**config.mk**
```make
export PLATFORM = sky130hd
export DESIGN_NAME = register_file_scanner
export DESIGN_NICKNAME = d
export VERILOG_FILES = /design/src/rtl/register_file_pkg.sv /design/src/rtl/register_file_scanner.sv
export SDC_FILE = /design/constraint.sdc
export NUM_CORES = 1
export LEC_CHECK = 0
export BUFFER_PORTS_ARGS = -buffer_cell sky130_fd_sc_hd__clkbuf_2
export CORE_UTILIZATION = 48
export CTS_CLUSTER_DIAMETER = 30
export DETAILED_ROUTE_END_ITERATION = 12
export GPL_TIMING_DRIVEN = 1
export PLACE_DENSITY = 0.79
export SETUP_SLACK_MARGIN = 0.02
export SYNTH_ARGS = -nofsm -noshare
export SYNTH_HDL_FRONTEND = slang
export SYNTH_SLANG_ARGS = --single-unit
```
**constraint.sdc**
```tcl
create_clock -name clk -period 3.3 [get_ports clk]
set_input_delay 0.165 -clock clk [delete_from_list [all_inputs] [get_ports clk]]
set_output_delay 0.165 -clock clk [all_outputs]
set_load 0.01 [all_outputs]
```
**src/rtl/register_file_pkg.sv**
```systemverilog
// Shared types and constants for the 4-entry register file and its read-side scanner.
package register_file_pkg;
    localparam int DATA_WIDTH  = 16;
    localparam int INDEX_WIDTH = 2;
    localparam int NUM_REGS    = 2 ** INDEX_WIDTH;

    typedef logic [DATA_WIDTH-1:0]  rf_data_t;
    typedef logic [INDEX_WIDTH-1:0] rf_index_t;

    typedef enum logic [1:0] {
        IDLE,
        FETCH,
        SEND,
        DONE
    } scanner_state_t;
endpackage

```
**src/rtl/register_file_scanner.sv**
```systemverilog
// Walks the register file read port from first_index to last_index (wrapping)
// and streams each entry as an (index, data) beat on a valid/ready handshake.
module register_file_scanner #(
    parameter int DATA_WIDTH  = register_file_pkg::DATA_WIDTH,
    parameter int INDEX_WIDTH = register_file_pkg::INDEX_WIDTH,
    parameter int NUM_REGS    = register_file_pkg::NUM_REGS
) (
    input  logic                   clk,
    input  logic                   reset,
    input  logic                   start,
    input  logic [INDEX_WIDTH-1:0] first_index,
    input  logic [INDEX_WIDTH-1:0] last_index,
    output logic [INDEX_WIDTH-1:0] rf_read_index,
    input  logic [DATA_WIDTH-1:0]  rf_read_data,
    output logic                   out_valid,
    input  logic                   out_ready,
    output logic [INDEX_WIDTH-1:0] out_index,
    output logic [DATA_WIDTH-1:0]  out_data,
    output logic                   busy,
    output logic                   done
);
    import register_file_pkg::*;

    scanner_state_t         state_q, state_d;
    logic [INDEX_WIDTH-1:0] cur_q, cur_d;
    logic [INDEX_WIDTH-1:0] last_q, last_d;
    logic [INDEX_WIDTH-1:0] out_index_q, out_index_d;
    logic [DATA_WIDTH-1:0]  out_data_q, out_data_d;
    logic [INDEX_WIDTH-1:0] cur_next;

    assign cur_next = INDEX_WIDTH'((int'(cur_q) + 1) % NUM_REGS);

    always_ff @(posedge clk or posedge reset) begin
        if (reset) begin
            state_q     <= IDLE;
            cur_q       <= '0;
            last_q      <= '0;
            out_index_q <= '0;
            out_data_q  <= '0;
        end else begin
            state_q     <= state_d;
            cur_q       <= cur_d;
            last_q      <= last_d;
            out_index_q <= out_index_d;
            out_data_q  <= out_data_d;
        end
    end

    always_comb begin
        state_d     = state_q;
        cur_d       = cur_q;
        last_d      = last_q;
        out_index_d = out_index_q;
        out_data_d  = out_data_q;
        unique case (state_q)
            IDLE: begin
                if (start) begin
                    cur_d   = first_index;
                    last_d  = last_index;
                    state_d = FETCH;
                end
            end
            FETCH: begin
                // The read port is combinational, so this captures the pre-edge contents.
                out_data_d  = rf_read_data;
                out_index_d = cur_q;
                state_d     = SEND;
            end
            SEND: begin
                if (out_ready) begin
                    if (cur_q == last_q) begin
                        state_d = DONE;
                    end else begin
                        cur_d   = cur_next;
                        state_d = FETCH;
                    end
                end
            end
            DONE: begin
                state_d = IDLE;
            end
            default: begin
                state_d = IDLE;
            end
        endcase
    end

    // cur_q doubles as the read address, so it is already presented during FETCH.
    assign rf_read_index = cur_q;
    assign out_valid     = (state_q == SEND);
    assign out_index     = out_index_q;
    assign out_data      = out_data_q;
    assign busy          = (state_q != IDLE);
    assign done          = (state_q == DONE);
endmodule

```
Word-level counts from Yosys, hierarchy flattened
Index checks and enable logic that the tools add are counted.
{"block": "totals", "regBits": 24, "latchBits": 0, "ram_bits": 0, "mem_bits_ro": 0, "input_bits": 24, "elab_cells": 27, "memories": 0}
{"block": "op_classes", "add_sub_neg": 1, "mul": 0, "div_mod_pow": 0, "n_lt_le_gt_ge": 0, "n_eq_ne": 7, "shift": 0, "n_mux": 8, "n_bitwise": 0, "n_reduce_logical": 6}
{"op": "two-way mux 2 bit", "count": 6}
{"op": "one-hot mux 2 bit (4 select lines)", "count": 1}
{"op": "== test 2 bit (second input constant)", "count": 2}
{"op": "!= test 2 bit (second input constant)", "count": 2}
{"op": "one-hot mux 2 bit (2 select lines)", "count": 1}
{"op": "AND reduction 2 bit", "count": 2}
{"op": "AND reduction 4 bit", "count": 1}
{"op": "nonzero test 2 bit", "count": 2}
{"op": "adder 2 x 1 -> 2 bit (second input constant)", "count": 1}
{"op": "== test 2 x 1 -> 1 bit (second input constant)", "count": 1}
{"op": "== test 2 bit", "count": 1}
{"op": "zero test 2 bit", "count": 1}
{"op": "!= test 2 x 1 -> 1 bit (second input constant)", "count": 1}

Depth between registers and ports, before layout
{"block": "depth", "depth_word": 4, "mapped_depth": 4, "depth_no_buf": 4}

Worst setup path before layout
No wires, ideal clock.
{"block": "synth_timing", "kind": "register to register", "from": "register state_q[1]", "to": "register last_q[1]", "setup_ns": 0.125, "t_arrival_ns": 1.251, "slack_ns": 1.924, "stages_incl_launch_ff": 4, "synth_period_minus_slack_ns": 1.376, "path_cell_list": "dfrtp_1 > or2_2 > nor2_1 > mux2_2"}
{"block": "synth_via", "elab_chain_len": 2}
{"item": "start: declaration", "line_no": "register_file_scanner.sv:24", "rtl": "scanner_state_t state_q, state_d;"}
{"item": "start signal: assignment", "line_no": "register_file_scanner.sv:41", "rtl": "state_q <= state_d;"}
{"item": "zero test 2 bit", "line_no": "register_file_scanner.sv:55", "rtl": "unique case (state_q)"}
{"item": "AND reduction 2 bit (no source line)"}
{"item": "end signal: assignment", "line_no": "register_file_scanner.sv:43", "rtl": "last_q <= last_d;"}
{"item": "end: declaration", "line_no": "register_file_scanner.sv:26", "rtl": "logic [INDEX_WIDTH-1:0] last_q, last_d;"}
Every way passes these cells.
A chain may end at the register's enable or synchronous reset.

Worst setup path after layout
{"block": "layout_timing", "from": "register state_q[1]", "to": "register out_data_q[3] (netlist: out_data[3])"}
{"block": "layout_via", "elab_chain_len": 1}
{"item": "== test 2 x 1 -> 1 bit", "line_no": "register_file_scanner.sv:55"}
{"item": "end signal: assignment", "line_no": "register_file_scanner.sv:45", "rtl": "out_data_q <= out_data_d;"}
{"item": "end: declaration", "line_no": "register_file_scanner.sv:28", "rtl": "logic [DATA_WIDTH-1:0] out_data_q, out_data_d;"}
Every way passes these cells.

==> run summary <==
Leak -> 0.6366 nW
Minimum clock period -> 1669 ps
Peak VDD IR -> 420.4 uV
Core Box Area -> 1962 um2
Post-Syn Nets -> 96
RSZ-0062 raised after global routing -> no
Total Power -> 1.211 mW
EDFF count, synth -> 0
Failing checks -> hold timing
Antenna-violating nets left -> 0
Sw Share -> 35.44%
Synth top area cells -> dfrtp_1 60%, mux2_2 21%, inv_1 1.9%
Critical path class -> flip-flop to flip-flop
Worst R2R End -> out_data[3]
CTS clk-pin slew, worst paths -> 110 ps
Int Pwr -> 0.7819 mW
Count leader, synth -> dfrtp_1
CP max FO -> 19
Hpwl dp -> 1289 um
Synth Register Bits -> 24
Worst skew pair latency -> 300 ps
Total clock sinks -> 24
# hold bufs at CTS -> 0
Area of the die -> 2264 um2
First-pass GRT wire length -> 2325 um
Initial antenna violation count -> 0
Cell count after synthesis -> 72
Max Clk Rate -> 599.3 MHz
Pre-antenna DRT Iters -> 4
ANT cells -> 0
Num rows -> 16
Combinational fraction of design power -> 45.8%
Final net count -> 145
R2r setup slk -> 1630 ps
Routed via count -> 711
Gr usage total -> 14.99%
Slew HR -> 43.57%
Syn-to-layout area delta -> 27.23%
Proportion of layout cells with a drive suffix above 1 -> 59.66%
CTS buffer count -> 3
Worst reg2reg path depth -> 2
Final Max Slew Viols -> 0
Async SR Flop Fraction -> 100.0%
Finished Core Util -> 64.67%
Mapped Avg Cell Area -> 13.85 um2
Tightest Pin Transition -> 845.5 ps
Dpl ws -> 1614 ps
Yosys cell types -> 22
Post-CTS Resized -> 0
Pwr/cell area -> 954.7 nW/um2
Input/output buffers -> 46
Worst path arrival time -> 1860 ps
Yosys top cell area share -> 60.23%
Wire per inst -> 11.27 um
CP Launch Type -> flip-flop
Placed Area -> 1246 um2
Total wire length -> 1646 um
Number of global-route vias before repair -> 578
Die X -> 47.58 um
Worst clock skew -> 4.587 ps
Die Span Y -> 47.58 um
WHS -> -0.9414 ps
Setup bufs post-CTS -> 0
Final setup margin -> 1631 ps
Total of max-cap violations -> 0
Post-route DRC -> 0
Cell Area, Synth -> 997.2 um2
Clock share of power -> 9.5%
Register area share after synthesis -> 60.23%
Final period util -> 50.56%
Reg power frac -> 44.6%
H-tree Lvls -> 1
GRT overflow -> 0
Sw power -> 0.4293 mW
Starting DRT DRC Count -> 11
Top FF cell, synth -> dfrtp_1
Final-report setup violation count -> 0
Initial core utilization -> 50.83%
Top cells by count, synth -> 24 x dfrtp_1, 19 x mux2_2, 5 x inv_1
Final Instance Area -> 1269 um2
FF-to-FF Start -> state_q[1]
Root Driver -> clkbuf_4
GPL Wtd Cong -> 0.7286
CP Data Required Time -> 3490 ps
Max Root-Sink Buffers -> 2
Status -> finished with violations
Final hold vios -> 5
Setup TNS -> 0 ps
Ports -> 47
Leading area contributor after synthesis -> dfrtp_1
Pin count of the biggest net entering global routing -> 25
Min-delay worst type -> primary input to async pin
Syn. warnings -> 0
Vias/cell -> 4.870
CTS tree -> yes
CP endpoint kind -> flip-flop
[worst max path at each step]
| stage | slack, ps | endpoint | start | depth (start not counted) |
|---|---|---|---|---|
| 6_report | 1630 | out_data[3] | state_q[1] | 2 |
| 5_1_grt | 1530 | out_data[11] | state_q[1] | 2 |
| 4_1_cts | 1590 | out_data[3] | state_q[1] | 2 |
| 3_5_place_dp | 1610 | out_data[3] | state_q[1] | 2 |
| 3_3_place_gp | 1650 | out_data[13] | state_q[1] | 2 |
| 2_1_floorplan | 1920 | last_q[1] | state_q[1] | 3 |
[power by group through the flow]
| stage | logic [mW] | registers (mW) | clock network [mW] |
|---|---|---|---|
| after global placement | 0.548 | 0.540 | 0 |
| after global routing | 0.609 | 0.566 | 0.140 |
| final | 0.555 | 0.541 | 0.116 |
| after floorplan | 0.316 | 0.597 | 0 |
| after detailed placement | 0.562 | 0.547 | 0 |
| after CTS | 0.565 | 0.541 | 0.124 |
[layer usage]
layer  wire (um)  vias up  track usage [%]
met5           0        -                0
li1            -      346                -
met1         685      342            17.76
met3          77        0            3.396
met4           0        0            6.667
met2         882       23            26.03
[per-stage QoR]
stage               hold slack (ps)  cells
floorplan                     179.6     72
global placement              357.9    143
detailed placement            362.6    143
CTS                           10.59    146
global route                  66.32    146
finish                      -0.9414    146
[kinds of logic (layout without fill, tap and decap cells)]
logic type	after synthesis	after routing	synth area share (%)
muxes	20	20	22.46
and+or+nand+nor	9	9	4.518
buffers and inverters	7	54	3.387
DFF	24	24	60.23
AOI/OAI and AO/OA	10	10	7.653
xor gates and xnor gates	2	2	1.757
[cell usage in the layout (no fill, tap or decap), drive strengths merged]
cell	count
xnor2	2
a22o	1
a31o	1
a311oi	1
nand3	1
nand2b	1
inv	5
a2bb2oi	1
mux2	19
mux2i	1
or2	1
o21ai	3
nor2b	1
a21boi	1
dfrtp	24
nand2	1
o211ai	1
and2	1
nor2	3
a21oi	1
clkbuf	49
[state kept, by name (all words and copies together) (netlist names)]
name / count
out_index: 2
out_data: 16
last_q: 2
rf_read_index: 2
state_q: 2
[critical path, cell delays in order, from the launching register on]
cell	delay (ps)
dfrtp_1	470
nand2b_1	680
mux2_2	410
[cell type report]
class | count | area, um2
multi-input combinational | 41 | 362.8
sequential | 24 | 600.6
clock buffer | 3 | 22.52
inverter | 5 | 18.77
tap | 27 | 33.78
fill | 179 | 693.2
timing repair buffer | 46 | 230.2
No activity file was read; power rests on OpenSTA's default activity.
